===== src/rtl/evm_ballot_unit.sv =====
// Voter-side ballot panel: arms on a ballot issue, debounces one button, emits one
// fixed-width candidate pulse, then locks out until hold-off expires and buttons are released.
`timescale 1ns/1ps
module evm_ballot_unit #(
  parameter int unsigned DEBOUNCE_CYCLES = 8,
  parameter int unsigned PULSE_CYCLES    = 4,
  parameter int unsigned HOLDOFF_CYCLES  = 24
) (
  input  logic        clk,
  input  logic        rst,
  input  logic        ballot_issue,
  input  logic        btn_1,
  input  logic        btn_2,
  input  logic        btn_3,
  input  logic        voting_over,
  output logic        candidate_1,
  output logic        candidate_2,
  output logic        candidate_3,
  output logic        ballot_ready,
  output logic        vote_done,
  output logic        invalid_press,
  output logic [15:0] votes_cast
);

  typedef enum logic [2:0] {
    S_IDLE, S_ARMED, S_DEBOUNCE, S_PULSE, S_HOLDOFF, S_CLOSED
  } state_t;

  localparam logic [7:0] DB_LAST = 8'(DEBOUNCE_CYCLES - 1);
  localparam logic [7:0] PL_LAST = 8'(PULSE_CYCLES - 1);
  localparam logic [7:0] HO_LAST = 8'(HOLDOFF_CYCLES - 1);

  state_t      state_q, state_d;
  logic [2:0]  sync1_q, sync1_d;
  logic [2:0]  sync2_q, sync2_d;
  logic [2:0]  pat_prev_q, pat_prev_d;
  logic [2:0]  sel_q, sel_d;
  logic [7:0]  cnt_q, cnt_d;
  logic [2:0]  cand_q, cand_d;
  logic        ready_q, ready_d;
  logic        done_q, done_d;
  logic        inv_q, inv_d;
  logic [15:0] votes_q, votes_d;
  logic [2:0]  pat;

  function automatic logic is_multi(input logic [2:0] p);
    return (p[0] & p[1]) | (p[0] & p[2]) | (p[1] & p[2]);
  endfunction

  function automatic logic is_onehot(input logic [2:0] p);
    return (p != 3'b000) && !is_multi(p);
  endfunction

  function automatic logic [15:0] sat_inc(input logic [15:0] v);
    return (v == 16'hFFFF) ? v : v + 16'd1;
  endfunction

  assign pat = sync2_q;

  always_comb begin
    state_d    = state_q;
    sel_d      = sel_q;
    cnt_d      = cnt_q;
    sync1_d    = {btn_3, btn_2, btn_1};
    sync2_d    = sync1_q;
    pat_prev_d = pat;
    done_d     = 1'b0;
    votes_d    = votes_q;
    // Only the transition into a multi-hot pattern is flagged, not every cycle it persists.
    inv_d      = ((state_q == S_ARMED) || (state_q == S_DEBOUNCE)) && !voting_over &&
                 is_multi(pat) && !is_multi(pat_prev_q);

    if (voting_over) begin
      state_d = S_CLOSED;
      cnt_d   = '0;
    end else begin
      case (state_q)
        S_IDLE: begin
          if (ballot_issue && (pat == 3'b000)) state_d = S_ARMED;
        end
        S_ARMED: begin
          if (is_onehot(pat)) begin
            sel_d = pat;
            if (DEBOUNCE_CYCLES == 1) begin
              state_d = S_PULSE;
              cnt_d   = '0;
            end else begin
              state_d = S_DEBOUNCE;
              cnt_d   = 8'd1;
            end
          end
        end
        S_DEBOUNCE: begin
          if (pat != sel_q) begin
            state_d = S_ARMED;
            cnt_d   = '0;
          end else if (cnt_q == DB_LAST) begin
            state_d = S_PULSE;
            cnt_d   = '0;
          end else begin
            cnt_d = cnt_q + 8'd1;
          end
        end
        S_PULSE: begin
          if (cnt_q == PL_LAST) begin
            state_d = S_HOLDOFF;
            cnt_d   = '0;
          end else begin
            cnt_d = cnt_q + 8'd1;
          end
        end
        S_HOLDOFF: begin
          // Count parks at its last value so a held button stretches the lockout.
          if (cnt_q != HO_LAST) begin
            cnt_d = cnt_q + 8'd1;
          end else if (pat == 3'b000) begin
            state_d = S_IDLE;
            cnt_d   = '0;
            done_d  = 1'b1;
            votes_d = sat_inc(votes_q);
          end
        end
        S_CLOSED: state_d = S_IDLE;
        default:  state_d = S_IDLE;
      endcase
    end

    cand_d  = (state_d == S_PULSE) ? sel_d : 3'b000;
    ready_d = (state_d == S_ARMED) || (state_d == S_DEBOUNCE);
  end

  always_ff @(posedge clk or negedge rst) begin
    if (!rst) begin
      state_q    <= S_IDLE;
      sync1_q    <= '0;
      sync2_q    <= '0;
      pat_prev_q <= '0;
      sel_q      <= '0;
      cnt_q      <= '0;
      cand_q     <= '0;
      ready_q    <= 1'b0;
      done_q     <= 1'b0;
      inv_q      <= 1'b0;
      votes_q    <= '0;
    end else begin
      state_q    <= state_d;
      sync1_q    <= sync1_d;
      sync2_q    <= sync2_d;
      pat_prev_q <= pat_prev_d;
      sel_q      <= sel_d;
      cnt_q      <= cnt_d;
      cand_q     <= cand_d;
      ready_q    <= ready_d;
      done_q     <= done_d;
      inv_q      <= inv_d;
      votes_q    <= votes_d;
    end
  end

  assign candidate_1   = cand_q[0];
  assign candidate_2   = cand_q[1];
  assign candidate_3   = cand_q[2];
  assign ballot_ready  = ready_q;
  assign vote_done     = done_q;
  assign invalid_press = inv_q;
  assign votes_cast    = votes_q;

endmodule


===== config.mk =====
export PLATFORM = sky130hd
export DESIGN_NAME = evm_ballot_unit
export DESIGN_NICKNAME = d
export VERILOG_FILES = /design/src/rtl/evm_ballot_unit.sv
export SDC_FILE = /design/constraint.sdc
export NUM_CORES = 1
export LEC_CHECK = 0
export ABC_AREA = 1
export CORE_UTILIZATION = 48
export CTS_CLUSTER_DIAMETER = 100
export CTS_CLUSTER_SIZE = 30
export DETAILED_ROUTE_END_ITERATION = 10
export GPL_TIMING_DRIVEN = 0
export PLACE_DENSITY = 0.78
export SETUP_SLACK_MARGIN = 0.02
export SYNTH_ARGS = -nofsm -noshare
export SYNTH_HDL_FRONTEND = slang
export SYNTH_SLANG_ARGS = --single-unit

===== constraint.sdc =====
create_clock -name clk -period 1.62 [get_ports clk]
set_clock_uncertainty 0.05 [all_clocks]
set_input_delay 0.324 -clock clk [delete_from_list [all_inputs] [get_ports clk]]
set_output_delay 0.324 -clock clk [all_outputs]
set_load 0.01 [all_outputs]

# Word-level counts from Yosys, hierarchy flattened
# Index checks and enable logic that the tools add are counted.
# W data, S select, Z words.
dict set report totals {
  ff_bits 45
  input_bits 7
  out_inout_bits 22
  word_cells 81
}
dict set report op_classes {
  add_sub_neg 2
  n_eq_ne 14
  mux 25
  bitwise 13
  reduce_logical 16
}
# cell n
set op_table {}
lappend op_table {{$mux W8} 7}
lappend op_table {{$mux W3} 12}
lappend op_table {{$pmux W8 S4} 1}
lappend op_table {{$add A16 B1 Y16 const B} 1}
lappend op_table {{$eq A16 B16 Y1 const B} 1}
lappend op_table {{$pmux W3 S5} 1}
lappend op_table {{$eq A3 B2 Y1 const B} 4}
lappend op_table {{$add A8 B1 Y8 const B} 1}
lappend op_table {{$eq A8 B2 Y1 const B} 1}
lappend op_table {{$eq A8 B3 Y1 const B} 1}
lappend op_table {{$ne A8 B5 Y1 const B} 1}
lappend op_table {{$and A1 B1 Y1} 6}
lappend op_table {{$eq A3 B1 Y1 const B} 2}
lappend op_table {{$logic_not A3 Y1} 2}
lappend op_table {{$logic_and A1 B1 Y1} 5}
lappend op_table {{$reduce_and A5 Y1} 1}
lappend op_table {{$reduce_bool A5 Y1} 1}
lappend op_table {{$mux W1} 4}
lappend op_table {{$ne A4 B4 Y1 const B} 1}
lappend op_table {{$or A1 B1 Y1} 4}
lappend op_table {{$eq A3 B3 Y1 const B} 1}
lappend op_table {{$logic_not A1 Y1} 3}
lappend op_table {{$ne A3 B2 Y1 const B} 1}
lappend op_table {{$ne A3 B3 Y1} 1}
lappend op_table {{other kinds (4)} 7}

# Logic depth before layout (Yosys ltp)
dict set report depth {
  word_depth 10
  ltp_mapped 11
  ltp_nobuf 10
}

# Least setup slack after synthesis
# Ideal clock, no wire load.
dict set report synth_path {
  path_type {register to register}
  from {register cnt_q[0]}
  to {register votes_q[2], in the netlist votes_cast[2]}
  setup_time_ns 0.121
  arrival_time_ns 1.463
  t_required_ns 1.449
  path_slack_ns -0.013
  stages_incl_launch_ff 9
  path_buffers 0
  period_less_slack_ns 1.633
  cell_sequence {dfrtp_1 -> ha_1 -> nand2_4 -> nor2_8 -> nand4_4 -> nor3_4 -> nand2_4 -> o21ai_1 -> nand2_1}
}
dict set report synth_between {
  elab_chain_cells 3
}
# element line_no
set synth_lines {}
lappend synth_lines {{from (decl)} 38} ;# logic [7:0] cnt_q, cnt_d;
lappend synth_lines {{from (signal assigned)} 151} ;# cnt_q <= cnt_d;
lappend synth_lines {{$ne A8 B5 Y1} 114} ;# if (cnt_q != HO_LAST) begin
lappend synth_lines {{$not A1 Y1 (no line)} --}
lappend synth_lines {{$reduce_and A5 Y1 (no line)} --}
lappend synth_lines {{to (signal assigned)} 156} ;# votes_q <= votes_d;
lappend synth_lines {{to (decl)} 43} ;# logic [15:0] votes_q, votes_d;
# Every way passes these cells.
# A chain may end at the register's enable or synchronous reset.

# Worst setup path after layout
dict set report layout_path {
  from {register cnt_q[0]}
  to {register votes_q[9], in the netlist votes_cast[9]}
}
# The elaborated chain is that of the path after synthesis.

==> summary.md <==
| Metric | Value |
|---|---|
| Status | `finished with violations` |
| Failing checks | `setup timing` |
| Pre-Repair DR Iteration Count | `6` |
| Number of enable flip-flop cells after synthesis | `0` |
| Power Internal | `~1.7 mW` |
| Clock tree buffer depth | `2` |
| Vert. Die Dim | `between 70 and 80 um` |
| Most common library cells after synthesis | `106 x nand2_1, 51 x nand3_1, 45 x dfrtp_1, 44 x inv_1, 23 x nor2_1` |
| Via Count | `2714` |
| CTS tree | `yes` |
| Synth Area in XOR/XNOR | `0.0439` |
| Pleak | `about 2 nW` |
| Post-synthesis compound-gate area fraction | `0.0366` |
| CP Launch Type | `flop` |
| Num CTS Buffers | `5` |
| Clock Root Buffer | `clkbuf_8` |
| RSZ-0062 raised after global routing | `yes` |
| Die X | `75.5 um` |
| Synth Area in Simple Gates | `0.387` |
| Initial antenna violation count | `0` |
| Crit Path Category | `flop to flop` |
| Power Total | `2.46 mW` |
| Vias in the first global route | `2474` |
| Global-route wire length before repair | `11.2 mm` |
| Cell Rows | `26` |
| Switching pwr | `around 760 uW` |
| Synth top area cells | `dfrtp_1 43%, nand2_1 15%, nand3_1 9.8%` |
| FF-to-FF Start | `cnt_q[0]$_DFFE_PN0P_` |
| CP Data Arrival Time | `1800 ps` |
| Area Growth Syn to Fin | `47.6%` |
| Asr flop ratio synth | `1.00` |
| Mapped Cells | `between 300 and 400` |
| Worst-path maximum fanout | `8` |
| Avg Cell Area, Syn | `7.41 um^2` |
| Ys flop type | `dfrtp_1` |
| Sw frac | `0.309` |
| Area of the mapped netlist | `0.00259 mm^2` |
| Maxcap violations | `0` |
| Hold Crit Start | `sync1_q[2]$_DFF_PN0_` |
| WL final | `7.61 mm` |
| H-tree levels | `2` |
| Core Region | `0.00517 mm^2` |
| Worst Setup End Kind | `flop` |
| Logic pwr share | `0.205` |
| Slew @ Worst Pin | `563 ps` |
| Worst-path clk slew | `about 100 ps` |
| Fmax | `between 0.6 and 0.7 GHz` |
| Routability cong. | `approximately 0.9` |
| Yosys cell types | `30` |
| Final hold vios | `0` |
| Largest family of logic cells by synthesized area | `simple AND/OR/NAND/NOR gates` |
| Sink Count | `45` |
| Die ar. | `0.00570 mm^2` |
| Worst Setup SP | `cnt_q[0]$_DFFE_PN0P_` |
| Max-slew headroom | `0.622` |
| Post-synthesis register bit count | `45` |
| Clock power frac | `0.297` |
| Setup tns final | `-205 ps` |
| # fillers | `360` |
| Post-DP HPWL | `4.18 mm` |
| Reg power frac | `0.498` |
| Mux cell area share after synthesis | `0` |
| Seq/Total Area, Yosys | `0.434` |
| Antenna Violating Nets Remaining | `0` |
| DRC Markers | `0` |
| CP required | `1760 ps` |
| Num ports | `29` |
| Multi-input gate area | `0.00159 mm^2` |
| Per-cell routed wire length | `about 15 um` |
| Nets | `around 440` |
| GRT overflow | `0` |
| Worst hold path class | `flop to flop` |
| Share of cells above drive strength 1 | `0.379` |
| Drt via density | `5.37` |
| Total track usage | `0.264` |
| Post-synthesis adder-cell area fraction | `0.0135` |
| Cell taking the most area after synthesis | `dfrtp_1` |
| Antenna diodes | `0` |
| Max-slew violations | `0` |
| Final WS setup | `-41.0 ps` |
| Largest net degree at the start of global routing | `31` |
| FF+latch area | `0.00114 mm^2` |
| Warnings from Yosys | `0` |
| Post-synth top area share | `0.434` |
| Starting density of the core | `0.502` |
| Clk Latency, worst-skew pair | `about 300 ps` |
| IR drop worst, VDD | `482 uV` |
| Final Setup Violations | `11` |
| Count leader, synth | `nand2_1` |
| Mapped Nets | `359` |
| Pwr Density | `642 mW/mm^2` |
| I/O Buffers | `28` |
| 1st-iter DRT viols | `192` |
| Min Tclk post-route | `1660 ps` |
| Final Cycle Share | `1.03` |
-- power by group through the flow --
| stage | logic (mW) | registers [mW] | clock network (mW) |
|---|---|---|---|
| 2_1_floorplan | 0.212 | 1.23 | 0 |
| 3_3_place_gp | 0.305 | 1.23 | 0 |
| 3_5_place_dp | 0.319 | 1.23 | 0 |
| 4_1_cts | 0.377 | 1.21 | 0.746 |
| 5_1_grt | 0.548 | 1.23 | 0.794 |
| 6_report | 0.505 | 1.22 | 0.730 |
-- what timing repair did --
action | CTS | global route
cloned | 1 | 0
hold buffers | 1 | 0
endpoints found under the setup margin | 43 | 37
setup buffers | 30 | 18
pin swaps | 13 | 40
endpoints found under the hold margin | 15 | 0
resized for setup | 50 | 84
-- cells in the final DEF (no fill, tap or decap), types with 2 or more instances in the layout --
cell             Yosys  layout
clkdlybuf4s50_1      0      13
nor2_1              23      13
o21ai_0              8       2
o21ai_2              0       5
ha_4                 0       2
dfrtp_1             45      32
o21ai_4              0       2
dlymetal6s2s_1       0       5
nand3_2              0      13
nand3_1             51      38
inv_4                0       2
nand2_2              1      25
o21ai_1              7       6
dlygate4sd2_1        0       9
nand2_1            106      78
nor2_4               1      10
nor3_4               1       2
inv_2                8      10
nand4_1             13      13
inv_1               44      40
nand2_4              2       6
dfrtp_2              0      13
xor2_1              11      11
nor2_2               6       7
buf_2                2       3
buf_4                1      43
nor3_1               5       4
buf_6                0       7
clkbuf_8             0       5
-- worst paths after layout --
| path | slack (ps) | cells after the start | endpoint |
|---|---|---|---|
| worst max register to register | -40 | 8 | votes_cast[9]$_DFFE_PN0P_ |
| worst min-delay path | 310 | 0 | pat[2]$_DFF_PN0_ |
| worst min register to register | 310 | 0 | pat[2]$_DFF_PN0_ |
| worst max-delay path | -40 | 8 | votes_cast[9]$_DFFE_PN0P_ |
| max in group asynchronous | 610 | 3 | votes_cast[5]$_DFFE_PN0P_ |
| min in group asynchronous | 410 | 2 | state_q[1]$_DFF_PN0_ |
-- layer usage --
metal | vias to the layer above | track usage | share of wire | wire length, um
li1 | 1288 | - | - | -
met3 | 32 | 0.0437 | 0.045 | 343
met4 | 0 | 0.113 | 0.032 | 240
met5 | - | 0 | 0 | 0
met1 | 1289 | 0.336 | 0.41 | 3120
met2 | 105 | 0.448 | 0.51 | 3910
-- critical path, stage by stage, from the launching register on --
cell and delay (ps):
dfrtp_1 410, ha_4 180, nand2_4 70, nor2_8 120
nand4_4 130, nor3_4 240, nand2_4 140, o21ai_1 150
nand2_1 60
-- cell type report --
| type | instances | area share |
|---|---|---|
| Tap cell | 70 | 0.0229 |
| Inverter | 52 | 0.0523 |
| Multi-Input combinational cell | 248 | 0.415 |
| Clock inverter | 3 | 0.00653 |
| Timing Repair Buffer | 79 | 0.182 |
| Clock buffer | 5 | 0.0180 |
| Sequential cell | 45 | 0.298 |
| Buffer | 3 | 0.00555 |
-- per-stage QoR --
step / setup slack (ps) / area (um^2) / hold WS (ps) / cells / util
floorplan: 12.8 / 2600 / -21.6 / 350 / -
global placement: -1030 / 2970 / 281 / 448 / 0.574
detailed placement: -423 / 2990 / 221 / 449 / 0.577
CTS: -40.5 / 3450 / 308 / 489 / 0.666
global route: -118 / 3830 / 334 / 505 / 0.741
finish: -41.0 / 3830 / 310 / 505 / 0.741
-- cells by family (layout without fill, tap and decap cells) --
family | count (synthesis) | after routing
compound gates | 18 | 18
flops | 45 | 45
xor+xnor | 13 | 13
fa+ha+maj | 3 | 3
simple gates | 214 | 214
buf+inv | 57 | 142
-- state kept, by name, summed over array words and instances (netlist names) --
| register | flops |
|---|---|
| invalid_press | 1 |
| cnt_q | 8 |
| votes_cast | 16 |
| state_q | 3 |
| pat | 3 |
| sel_q | 3 |
| ballot_ready | 1 |
| cand_q | 3 |
| vote_done | 1 |
| sync1_q | 3 |
| pat_prev_q | 3 |
Power figures use the tool's default switching activity.
